[src/rtl/uart_rx_monitor.sv]
// 8N1 UART receiver feeding a small byte FIFO; bytes appear one cycle after the stop-bit sample.
// Consumer pops on valid_o && ready_i; a push into a full FIFO without a same-cycle pop is dropped and sets a sticky overflow flag.
module uart_rx_monitor #(
  parameter int CLKS_PER_BIT = 16,
  parameter int FIFO_AW      = 2
) (
  input  logic       clk,
  input  logic       rst,
  input  logic       rx_i,
  output logic [7:0] data_o,
  output logic       valid_o,
  input  logic       ready_i,
  output logic       frame_err_o,
  output logic       overflow_o,
  output logic       busy_o
);

  localparam int CW    = $clog2(CLKS_PER_BIT);
  localparam int DEPTH = 1 << FIFO_AW;
  localparam logic [CW-1:0] LAST = CW'(CLKS_PER_BIT - 1);
  localparam logic [CW-1:0] HALF = CW'(CLKS_PER_BIT / 2 - 1);

  typedef enum logic [1:0] {S_IDLE, S_START, S_DATA, S_STOP} state_t;

  logic             r_sync1, r_sync2, r_rxs_d;
  state_t           r_state;
  logic [CW-1:0]    r_cnt;
  logic [2:0]       r_bit_idx;
  logic [7:0]       r_shift;
  logic             r_frame_err;
  logic             r_overflow;
  logic [7:0]       r_mem [DEPTH];
  logic [FIFO_AW:0] r_wptr, r_rptr;

  logic w_rxs, w_push, w_pop, w_full, w_empty;

  assign w_rxs = r_sync2;

  always_ff @(posedge clk or posedge rst) begin
    if (rst) begin
      r_sync1 <= 1'b1;
      r_sync2 <= 1'b1;
      r_rxs_d <= 1'b1;
    end else begin
      r_sync1 <= rx_i;
      r_sync2 <= r_sync1;
      r_rxs_d <= r_sync2;
    end
  end

  always_ff @(posedge clk or posedge rst) begin
    if (rst) begin
      r_state     <= S_IDLE;
      r_cnt       <= '0;
      r_bit_idx   <= '0;
      r_shift     <= '0;
      r_frame_err <= 1'b0;
    end else begin
      r_frame_err <= 1'b0;
      case (r_state)
        S_IDLE: begin
          if (r_rxs_d && !w_rxs) begin
            r_state <= S_START;
            r_cnt   <= '0;
          end
        end
        S_START: begin
          // Mid start bit: a high line here was a glitch, not a frame.
          if (r_cnt == HALF) begin
            r_cnt     <= '0;
            r_bit_idx <= '0;
            r_state   <= w_rxs ? S_IDLE : S_DATA;
          end else begin
            r_cnt <= r_cnt + 1'b1;
          end
        end
        S_DATA: begin
          if (r_cnt == LAST) begin
            r_cnt     <= '0;
            r_shift   <= {w_rxs, r_shift[7:1]};
            r_bit_idx <= r_bit_idx + 1'b1;
            if (r_bit_idx == 3'd7) r_state <= S_STOP;
          end else begin
            r_cnt <= r_cnt + 1'b1;
          end
        end
        S_STOP: begin
          if (r_cnt == LAST) begin
            r_cnt       <= '0;
            r_frame_err <= !w_rxs;
            r_state     <= S_IDLE;
          end else begin
            r_cnt <= r_cnt + 1'b1;
          end
        end
        default: r_state <= S_IDLE;
      endcase
    end
  end

  assign w_push  = (r_state == S_STOP) && (r_cnt == LAST) && w_rxs;
  assign w_empty = (r_wptr == r_rptr);
  assign w_full  = (r_wptr[FIFO_AW] != r_rptr[FIFO_AW]) &&
                   (r_wptr[FIFO_AW-1:0] == r_rptr[FIFO_AW-1:0]);
  assign w_pop   = !w_empty && ready_i;

  // When full, a same-cycle pop frees the head slot, which is exactly where the write lands.
  always_ff @(posedge clk or posedge rst) begin
    if (rst) begin
      r_wptr     <= '0;
      r_rptr     <= '0;
      r_overflow <= 1'b0;
      for (int i = 0; i < DEPTH; i++) r_mem[i] <= '0;
    end else begin
      if (w_push) begin
        if (!w_full || w_pop) begin
          r_mem[r_wptr[FIFO_AW-1:0]] <= r_shift;
          r_wptr                     <= r_wptr + 1'b1;
        end else begin
          r_overflow <= 1'b1;
        end
      end
      if (w_pop) r_rptr <= r_rptr + 1'b1;
    end
  end

  assign data_o      = r_mem[r_rptr[FIFO_AW-1:0]];
  assign valid_o     = !w_empty;
  assign frame_err_o = r_frame_err;
  assign overflow_o  = r_overflow;
  assign busy_o      = (r_state != S_IDLE);

endmodule
[config.mk]
export PLATFORM = sky130hd
export DESIGN_NAME = uart_rx_monitor
export DESIGN_NICKNAME = d
export VERILOG_FILES = /design/src/rtl/uart_rx_monitor.sv
export SDC_FILE = /design/constraint.sdc
export NUM_CORES = 1
export LEC_CHECK = 0
export CAP_MARGIN = 20
export CELL_PAD_IN_SITES_DETAIL_PLACEMENT = 0
export CELL_PAD_IN_SITES_GLOBAL_PLACEMENT = 2
export CORE_UTILIZATION = 38
export CTS_CLUSTER_DIAMETER = 150
export DETAILED_ROUTE_END_ITERATION = 8
export GPL_TIMING_DRIVEN = 1
export PLACE_DENSITY_LB_ADDON = 0.1
export SYNTH_ARGS = -nofsm -noshare
export SYNTH_HDL_FRONTEND = slang
export SYNTH_SLANG_ARGS = --single-unit
[constraint.sdc]
create_clock -name clk -period 1.98 [get_ports clk]
set_clock_uncertainty 0.15 [all_clocks]
set_input_delay 0.198 -clock clk [delete_from_list [all_inputs] [get_ports clk]]
set_output_delay 0.198 -clock clk [all_outputs]
set_load 0.1 [all_outputs]
After elaboration in Yosys (flattened, before gate mapping)
Index checks and enable logic that the tools add are counted.
{"block": "classes", "n_addsub": 4, "order_cmp": 3, "eq_ne": 14, "mux": 22, "n_bitwise": 3, "n_reduce_logical": 19}
{"operator": "$bwmux W32", "count": 1}
{"operator": "$mux W8", "count": 3}
{"operator": "$bmux W8 S2", "count": 1}
{"operator": "$demux W8 S2", "count": 1}
{"operator": "$mux W2", "count": 6}
{"operator": "$mux W4", "count": 3}
{"operator": "$pmux W4 S3", "count": 1}
{"operator": "$ne A2 B2 Y1 const B", "count": 5}
{"operator": "$add A3 B1 Y3 const B", "count": 3}
{"operator": "$pmux W2 S4", "count": 1}
{"operator": "$ge A3 B3 Y1 const B", "count": 2}
{"operator": "$logic_and A1 B1 Y1", "count": 6}
{"operator": "$mux W3", "count": 2}
{"operator": "$not A2 Y3", "count": 2}
{"operator": "$pmux W3 S2", "count": 1}
{"operator": "$reduce_and A2 Y1", "count": 3}
{"operator": "$reduce_and A5 Y1", "count": 1}
{"operator": "$add A4 B1 Y4 const B", "count": 1}
{"operator": "$eq A2 B2 Y1 const B", "count": 2}
{"operator": "$eq A4 B3 Y1 const B", "count": 1}
{"operator": "$eq A4 B4 Y1 const B", "count": 1}
{"operator": "$reduce_bool A2 Y1", "count": 2}
{"operator": "$eq A3 B3 Y1", "count": 1}
{"operator": "$eq A3 B3 Y1 const B", "count": 1}
{"operator": "other kinds (11)", "count": 14}
{"block": "totals", "reg_bits": 60, "output_inout_bits": 12}

Longest topological paths before layout
{"block": "depth", "ltp_word": 6, "ltp_mapped": 7}

Least setup slack after synthesis
No wires, ideal clock.
{"block": "synth_timing", "path_kind": "flip-flop to flip-flop", "start": "reg with a tool-made name", "end": "reg r_cnt[3]", "setup_time_ns": 0.130, "arrival_ns": 1.915, "required_ns": 1.700, "path_slack_ns": -0.215, "path_stages_with_launch": 6, "n_path_buf": 1, "period_less_slack_ns": 2.195, "path_cell_list": "dfrtp_1 -> or2_2 -> clkbuf_1 -> a21oi_1 -> o21ai_0 -> nand3_1"}
{"item": "end signal: assignment", "line": "74", "source": "r_cnt <= r_cnt + 1'b1;"}
{"item": "end signal: assignment", "line": "84", "source": "r_cnt <= r_cnt + 1'b1;"}
{"item": "end signal: assignment", "line": "93", "source": "r_cnt <= r_cnt + 1'b1;"}
{"item": "end: declaration", "line": "27", "source": "logic [CW-1:0] r_cnt;"}

Worst setup path after layout
{"block": "layout_timing", "start": "reg r_rptr[0]", "end": "reg r_mem[5] (netlist bit)"}
{"block": "layout_between", "elab_chain_cells": 5, "word_cells_on_any_way": 8, "classes_between": "eq/ne (2); reduce/logical (6)"}
{"item": "start: declaration", "line": "33", "source": "logic [FIFO_AW:0] r_wptr, r_rptr;"}
{"item": "start signal: assignment", "line": "123", "source": "if (w_pop) r_rptr <= r_rptr + 1'b1;"}
{"item": "$eq A3 B3 Y1 / $eq A2 B2 Y1 (equally long branches)", "line": "102, 104"}
{"item": "$logic_not A1 Y1 / $logic_and A1 B1 Y1 (equally long branches)", "line": "105, 103"}
{"item": "$logic_and A1 B1 Y1 / $logic_not A1 Y1 (equally long branches)", "line": "105, 116"}
{"item": "$logic_or A1 B1 Y1 *", "line": "116", "source": "if (!w_full || w_pop) begin"}
{"item": "$reduce_and A2 Y1 (no line) *"}
{"item": "end signal: indexed assignment", "line": "117", "source": "r_mem[r_wptr[FIFO_AW-1:0]] <= r_shift;"}
{"item": "end: declaration", "line": "32", "source": "logic [7:0] r_mem [DEPTH];"}
Every way passes the cells marked *; elsewhere a longest branch is shown, timed or not.
A chain may end at the register's enable or synchronous reset.

==> summary.md <==
## Outcome
- finished, violations left — result of the run
- negative setup slack — failing checks

## Synth
- 50.8% — share of the synthesized area in the top cell type
- sky130_fd_sc_hd__dfrtp_1 — count leader, synth
- 2810 sq um — synthesized area
- 207 — post-synth net total
- sky130_fd_sc_hd__dfrtp_1, sky130_fd_sc_hd__mux2_2, sky130_fd_sc_hd__mux4_1 — most area-consuming cells after synthesis
- 0 — number of warnings issued by yosys
- 60 — post-synthesis sequential element count
- 100% — share of synthesized registers carrying an async set or reset
- 14.4 sq um — synthesized area per cell
- sky130_fd_sc_hd__dfrtp_1, sky130_fd_sc_hd__mux2_2, sky130_fd_sc_hd__nand2_1 — list of most frequent post-synthesis cells
- sky130_fd_sc_hd__dfrtp_1 — cell accounting for the most synthesized area
- 195 — post-synthesis instance total
- 38 — synth unique cells
- 53.6% — share of the yosys chip area belonging to registers
- 0 — number of flops mapped to enable cells by yosys
- sky130_fd_sc_hd__dfrtp_1 — leading register cell type out of synthesis

## Job
- 0 — max_cap viols

## Worst setup path
- sky130_fd_sc_hd__or4_4 — CP max stage cell
- 9 — worst-path fanout max
- xor2_1, or4_4, nand3_4, mux2_2 — list of cells traversed by the critical path
- 4 — number of cells traversed by the worst register-to-register path
- simple AND/OR/NAND/NOR gates — CP delay by family, top
- flip-flop — Startpoint Class
- flip-flop — Critical Path Sink Type
- 4 — number of gates on the worst path with buffers counted
- 2.04 ns — critical path required time
- flip-flop to flip-flop — type of the worst setup path
- 2.10 ns — endpoint arrival time on the critical path
- 0.59 ns — maximum single-stage delay on the critical path
- 0 — count of buffering cells on the critical path with inverters included

## Pwr
- 31.5% — share of total power consumed by net switching
- 29.8% — Comb power frac
- 37.5% — sequential fraction of design power
- 0.516 mV — maximum resistive drop on vdd
- 1030 nW/um^2 — power density cells
- 2.55 mW — internal power contribution
- 1.17 mW — Net Switching
- 1.74 nW — P_leak
- 32.7% — Clock Power Share

## Floorplanning
- 16 — number of top-level design ports
- 88.0 um — Chip Height
- 40.2% — Starting Density
- 7740 sq um — area of the die
- 30 — standard-cell rows
- 6980 sq um — area of the placeable core
- 88.0 um — Die X

## CTS
- 0 — count of hold-fix buffers inserted at cts
- 0.07 ns — clk slew on worst S/H paths
- yes — CTS tree
- 60 — number of sinks handled by clock tree synthesis
- sky130_fd_sc_hd__clkbuf_8 — root buffer selected by CTS
- 9 — number of CTS-inserted buffers
- 2 — number of buffers on the longest clock path
- 0.33 ns — latest clock arrival within the worst-skew pair
- 3 — H-tree levels

## Layout
- 45.8% — fraction of final layout cells sized beyond drive strength 1
- 51.6% — Final Core Density
- 334 — non-filler instance count after layout
- 1300 sq um — multi-input gate area in the final layout
- 245 — Final nets
- 28.2% — area overhead of the layout relative to synthesis
- 1510 sq um — FF/Latch Area
- 633 — fill cell total of the finished layout
- 0 — number of diodes added for antenna fixing

## Global routing
- 17.0% — total global routing track utilization
- 0 — global-route congestion overflow total
- 0 — number of antenna violations at the first check in global routing
- 23 — largest net degree at the start of global routing
- 1,779 — vias in the first global route
- 9440 um — global-route wire length before repair

## Place
- 15 — Port Buffers
- 317 — Cells after DPL
- 3880 um — total half-perimeter wirelength after legalization and detailed placement
- 0.778 — global placement routability congestion

## Routing
- 5.16 — average via count per standard cell
- 6 — first-pass detailed-route iteration total
- 0 — antenna viol nets, final
- 17.3 um — DR WL/cell
- 1,725 — number of vias in the routed layout
- 73 — iteration-0 DRC count of the detailed router
- 5780 um — total wire length after detailed routing
- 0 — DRC viols

## Worst hold path
- primary input to asynchronous set/reset pin — worst hold path class

## STA
- 492 MHz — highest attainable clock frequency
- 0.0511 ns — worst hold slack after final layout
- 40 — final setup vio count
- 0.459 ns — transition time of the tightest slew-check pin
- yes — unrepaired setup endpoints after global routing
- 0 — Max Slew Vio Count
- 2.03 ns — Min Clock Period, post-route
- 69.3% — slew margin rel.
- -0.0523 ns — post-layout worst setup margin
- 0 — Hold Vio Cnt, Final
- 103% — post-route fraction of the period consumed by the critical path

cell families after synthesis:
group,synth area share [%]
compound gates,4.90
xor+xnor,2.18
buf+inv,2.72
flops,53.6
fa+ha+maj,3.57
mux,24.1
simple gates,8.96
state kept, by name, indices dropped and copies added, names as in the netlist, named ones only:
register,cells
r_wptr,3
overflow_o,1
r_sync2,1
r_sync1,1
r_cnt,4
r_bit_idx,3
r_rxs_d,1
r_state,1
r_shift,8
frame_err_o,1
r_mem,32
r_rptr,3
worst register-to-register path: stages (launching register included):
cell and delay [ns]:
sky130_fd_sc_hd__dfrtp_1 0.42, sky130_fd_sc_hd__xor2_1 0.19, sky130_fd_sc_hd__or4_4 0.59, sky130_fd_sc_hd__nand3_4 0.21, sky130_fd_sc_hd__mux2_2 0.36
power groups by stage:
stage                     clock network [mW]  logic (mW)  registers, mW
final                                   1.22        1.11           1.39
after global routing                    1.31        1.21           1.41
after CTS                               1.25        1.12           1.39
after detailed placement                   0        1.07           1.41
after global placement                     0        1.03           1.41
after floorplan                            0       0.685           1.44
layout make-up:
class	count	area share (%)
Multi-Input combinational cell	123	36.1
Clock inverter	4	2.02
Inverter	4	0.417
Timing Repair Buffer	35	12.2
Sequential cell	60	41.8
Clock buffer	12	4.03
Tap cell	96	3.34
placed cells by master (no fill, tap or decap), types with 4 or more instances in the layout:
cell	count
sky130_fd_sc_hd__buf_12	13
sky130_fd_sc_hd__buf_4	18
sky130_fd_sc_hd__clkbuf_8	10
sky130_fd_sc_hd__dfrtp_1	57
sky130_fd_sc_hd__ha_1	7
sky130_fd_sc_hd__mux2_2	14
sky130_fd_sc_hd__mux2_4	27
sky130_fd_sc_hd__mux4_2	8
sky130_fd_sc_hd__nand2_1	9
sky130_fd_sc_hd__nand3_1	5
sky130_fd_sc_hd__nand3_4	4
sky130_fd_sc_hd__o21ai_0	8
sky130_fd_sc_hd__xnor2_1	5
layer usage:
| layer | wire length [um] | up-vias | GRT usage [%] | share of wire (%) |
|---|---|---|---|---|
| li1 | - | 787 | - | - |
| met1 | 2760 | 899 | 24.0 | 48 |
| met2 | 2760 | 30 | 24.7 | 48 |
| met3 | 160 | 9 | 3.68 | 2.8 |
| met4 | 102 | 0 | 8.49 | 1.8 |
| met5 | 0 | - | 0 | 0 |
repair_timing:
action,in CTS,in global routing
setup buffers,1,0
setup endpoints to repair,42,43
hold endpoints to repair,0,0
pin swaps,3,1
resized for setup,32,3
per-stage QoR:
stage	total power, mW	setup WS (ns)	setup TNS, ns	instance area [sq um]
global placement	2.44	-0.139	-3.65	3310
finish	3.72	-0.0523	-1.03	3600
floorplan	2.12	-0.0718	-2.16	2830
detailed placement	2.48	-0.149	-4.26	3310
global route	3.93	-0.113	-3.44	3600
CTS	3.76	-0.0618	-1.49	3590
final timing paths:
kind / from / end / slack, ns
hold / removal: rst / r_cnt[2] / 0.05
setup / recovery: r_rptr[0] / r_mem[5] / -0.05
min in group clk: rx_i / r_sync1 / 0.13
max in group asynchronous: rst / r_mem[4] / 1.14
hold reg to reg: r_sync1 / r_sync2 / 0.21
setup reg to reg: r_rptr[0] / r_mem[5] / -0.05
(Power assumes the default switching activity.)
